**src/rtl/cla_subtractor_pipe.sv**
```systemverilog
// rtl/cla_subtractor_pipe.sv - two-stage pipelined carry-lookahead subtractor
// D = A + ~B + ~Bin; low half in stage 1, high half and flags in stage 2.
module cla_subtractor_pipe #(
  parameter int WIDTH = 16
) (
  input  logic             clk,
  input  logic             rst,
  input  logic             in_valid,
  output logic             in_ready,
  input  logic [WIDTH-1:0] A,
  input  logic [WIDTH-1:0] B,
  input  logic             Bin,
  output logic             out_valid,
  input  logic             out_ready,
  output logic [WIDTH-1:0] D,
  output logic             Bout,
  output logic             V,
  output logic             Z
);

  localparam int H = WIDTH / 2;

  // Returns {carry_out, sum} of a + ~b + cin with every carry expanded as a
  // flat generate/propagate sum of products rather than a ripple chain.
  function automatic logic [H:0] cla_half(input logic [H-1:0] a,
                                          input logic [H-1:0] b,
                                          input logic         cin);
    logic [H-1:0] p, g;
    logic [H:0]   c;
    logic         acc, prod;
    p    = a ^ ~b;
    g    = a & ~b;
    c[0] = cin;
    for (int i = 0; i < H; i++) begin
      acc  = 1'b0;
      prod = 1'b1;
      for (int j = i; j >= 0; j--) begin
        acc  = acc | (prod & g[j]);
        prod = prod & p[j];
      end
      c[i+1] = acc | (prod & cin);
    end
    return {c[H], p ^ c[H-1:0]};
  endfunction

  logic         s1_valid;
  logic [H-1:0] s1_d_lo;
  logic         s1_c_mid;
  logic [H-1:0] s1_a_hi;
  logic [H-1:0] s1_b_hi;

  logic         s1_en, s2_en;
  logic [H:0]   lo_res, hi_res;
  logic [WIDTH-1:0] d_next;

  assign s2_en    = !out_valid || out_ready;
  assign s1_en    = !s1_valid || s2_en;
  assign in_ready = s1_en;

  assign lo_res = cla_half(A[H-1:0], B[H-1:0], ~Bin);
  assign hi_res = cla_half(s1_a_hi, s1_b_hi, s1_c_mid);
  assign d_next = {hi_res[H-1:0], s1_d_lo};

  // Data registers only move with a real beat so the operands are sampled
  // solely on accepting edges and an idle output keeps its last result.
  always_ff @(posedge clk or posedge rst) begin
    if (rst) begin
      s1_valid <= 1'b0;
      s1_d_lo  <= '0;
      s1_c_mid <= 1'b0;
      s1_a_hi  <= '0;
      s1_b_hi  <= '0;
    end else if (s1_en) begin
      s1_valid <= in_valid;
      if (in_valid) begin
        s1_d_lo  <= lo_res[H-1:0];
        s1_c_mid <= lo_res[H];
        s1_a_hi  <= A[WIDTH-1:H];
        s1_b_hi  <= B[WIDTH-1:H];
      end
    end
  end

  always_ff @(posedge clk or posedge rst) begin
    if (rst) begin
      out_valid <= 1'b0;
      D         <= '0;
      Bout      <= 1'b0;
      V         <= 1'b0;
      Z         <= 1'b0;
    end else if (s2_en) begin
      out_valid <= s1_valid;
      if (s1_valid) begin
        D    <= d_next;
        Bout <= ~hi_res[H];
        V    <= (s1_a_hi[H-1] ^ s1_b_hi[H-1]) & (hi_res[H-1] ^ s1_a_hi[H-1]);
        Z    <= (d_next == '0);
      end
    end
  end

endmodule

```
**config.mk**
```make
export PLATFORM = sky130hd
export DESIGN_NAME = cla_subtractor_pipe
export DESIGN_NICKNAME = d
export VERILOG_FILES = /design/src/rtl/cla_subtractor_pipe.sv
export SDC_FILE = /design/constraint.sdc
export NUM_CORES = 1
export LEC_CHECK = 0
export CORE_MARGIN = 4
export CORE_UTILIZATION = 45
export CTS_CLUSTER_SIZE = 28
export DETAILED_ROUTE_END_ITERATION = 8
export HOLD_SLACK_MARGIN = 0.05
export MAX_ROUTING_LAYER = met4
export PLACE_DENSITY = 0.81
export SLEW_MARGIN = 20
export SYNTH_ARGS = -nofsm -noshare
export SYNTH_HDL_FRONTEND = slang
export SYNTH_SLANG_ARGS = --single-unit
```
**constraint.sdc**
```tcl
create_clock -name clk -period 4.4 [get_ports clk]
set_input_delay 0.44 -clock clk [delete_from_list [all_inputs] [get_ports clk]]
set_output_delay 0.44 -clock clk [all_outputs]
set_load 0.005 [all_outputs]
```
==> out/results.txt <==
Core footprint: 5140 sq um
Vias per inst: 5.003
Total GRT Usage: 16.25%
Mean Syn Cell Area: 10.83 sq um
Critical path, cell by cell: clkdlybuf4s50_1 > inv_1 > ha_1 > nand2b_1 > a21oi_1 > o21ai_1 > a2111oi_1 > nor3_1 > o31ai_1
CP bufs+invs: 2
Critical Path Max Stage Delay: 0.57 ns
GP Congestion: 0.8131
First-pass GRT wire length: 7.997 mm
Initial DRC Count: 104
Critical Path Fanout Max: 3
Detail Placement HPWL: 3.582 mm
FP Rows: 26
Initial antenna violation count: 0
Setup crit start kind: input port
Port Buf Inserts: 57
Die Y-Extent: 81.10 um
Yosys warnings: 0
Mapped Area: 2405 sq um
Drt first pass iters: 4
GRT overflow: 0
DRC errors left: 0
Initial Util: 46.79%
Peak VDD IR: 0.1551 mV
Layout cells sized above 1: 13.12%
Flip-flop and latch count after synthesis: 46
Setup bufs post-CTS: 0
Vias in the first global route: 1,775
Die Wd: 81.10 um
RSZ-0062 raised after global routing: no
Synth Flop Type: dfrtp_1
H-tree levels: 2
CTS sink cnt: 46
Worst slew pin tran: 1.011 ns
Fin Setup TNS: 0 ns
Detail Route Antenna Nets: 0
Post-synthesis sequential area ratio: 47.87%
Post-synth EDFFs: 0
Min Tclk post-route: 2.399 ns
Worst-path clk slew: 0.08 ns
Area Overhead vs Synth: 30.54%
Crit-path slowest cell: a2111oi_1
LEAKAGE: 1.418 nW
Worst EP required: 4.60 ns
Period Utilization, post-route: 54.53%
F_max: 416.8 MHz
Synth async-reset ratio: 100.0%
Worst hold path class: flop to flop
Fin. max-slew vios: 0
DRT Wirelength: 4.661 mm
Clk buf depth: 2
Hold Buf Count CTS: 0
Crit Path Category: input port to flop
WL/cell: 13.24 um
Vias: 1,761
Max Cap Viol: 0
Diodes inserted: 0
Mapped Cells: 222
Final hold viol count: 0
Root buf cell: clkbuf_8
Outcome: completed
Slew margin rel.: 32.45%
Die area: 6577 sq um
Hold_ws: 0.4777 ns
CP Data Arrival Time: 2.60 ns
Cts repair resizes: 0
Clk Latency, worst-skew pair: 0.30 ns
Syn Nets: 278
Largest net degree at the start of global routing: 47
Final setup fails: 0
Crit. End Element: flop
I/O Pins: 58
Layout Nets: 337
Top delay family on crit path: compound AO/OA/AOI/OAI gates
Worst clock skew: 0.006609 ns
Synth cell types: 35
Cell Pwr Density: 429.3 nW/um^2
TritonCTS Buffers: 5
CTS tree: yes
==> registers in the layout (all words and copies together), names as in the netlist <==
name,count
s1_a_hi,8
s1_c_mid,1
out_valid,1
D,16
s1_b_hi,8
V,1
s1_d_lo,8
Bout,1
Z,1
s1_valid,1
==> cells in the mapped netlist, drive strengths merged, types with 2 or more instances <==
cell	instances	share of area, %
ha	17	8.8
o21ai	21	4.4
o21a	2	0.68
nand3b	2	0.62
clkbuf	6	0.94
o31ai	5	1.6
nand2b	6	1.6
fa	2	1.7
nor2	5	0.78
xor2	7	2.5
nor3	6	1.2
a211oi	3	1.1
a21oi	4	0.83
xnor2	5	1.8
nand2	25	3.9
mux2	24	11
dfrtp	46	48
inv	22	3.4
==> through the flow <==
stage / cells / cell area (sq um) / setup WS (ns) / power (mW) / util, %
2_1_floorplan: 222 / 2405 / 2.259 / 0.8600 / -
3_3_place_gp: 344 / 3048 / 1.750 / 1.076 / 59.30
3_5_place_dp: 344 / 3048 / 1.712 / 1.099 / 59.30
4_1_cts: 352 / 3139 / 2.018 / 1.363 / 61.08
5_1_grt: 352 / 3139 / 1.782 / 1.446 / 61.08
6_report: 352 / 3139 / 2.001 / 1.348 / 61.08
==> routing by layer <==
metal,wire (um),GRT usage [%],up-vias
met5,0,-,-
met4,87,5.068,0
met3,217,4.102,8
met2,2286,27.26,40
met1,2070,19.22,831
li1,-,-,882
==> cell type report <==
class                           count  area [sq um]
Timing Repair Buffer               58         578.1
Clock inverter                      1         5.005
Clock buffer                        7         86.33
Tap cell                           70         87.58
Multi-Input combinational cell    148          1149
Sequential cell                    46          1151
Inverter                           22         82.58
Fill cell                         464          2001
==> final timing paths <==
kind	startpoint	end	slack, ns	depth (start not counted)
worst min register to register	D[10]	D[10]	0.48	2
worst max-delay path	B[0]	s1_d_lo[7]	2.00	9
min in group asynchronous	rst	D[0]	0.66	2
worst max register to register	s1_b_hi[0]	Z	2.12	8
max in group asynchronous	rst	s1_a_hi[6]	3.16	2
worst min-delay path	D[10]	D[10]	0.48	2
==> kinds of logic (layout without fill, tap and decap cells) <==
family / count (synthesis) / count (layout) / synth area share [%]
compound gates: 43 / 43 / 11.55
xor+xnor: 12 / 12 / 4.370
fa+ha+maj: 19 / 19 / 10.51
buf+inv: 28 / 88 / 4.370
flops: 46 / 46 / 47.87
mux: 24 / 24 / 11.24
simple gates: 50 / 50 / 10.09
==> tightest hold or removal path, stage by stage, from the launching register on <==
cell	delay [ns]
dfrtp_1	0.35
nand2_1	0.04
o21ai_0	0.05
==> layout by cell type, fill, tap and decap left out, types with 6 or more instances in the layout <==
cell	n
clkbuf_8	6
o21ai_0	20
inv_1	21
ha_1	17
nand2b_1	6
dfrtp_1	46
nand2_1	25
nor3_1	6
mux2_2	24
xor2_1	7
clkdlybuf4s50_1	57
==> power by group <==
part,internal (mW),switching [mW]
Sequential,0.527,0.0604
Combinational,0.286,0.210
Clock,0.127,0.137
(Power assumes the default switching activity.)
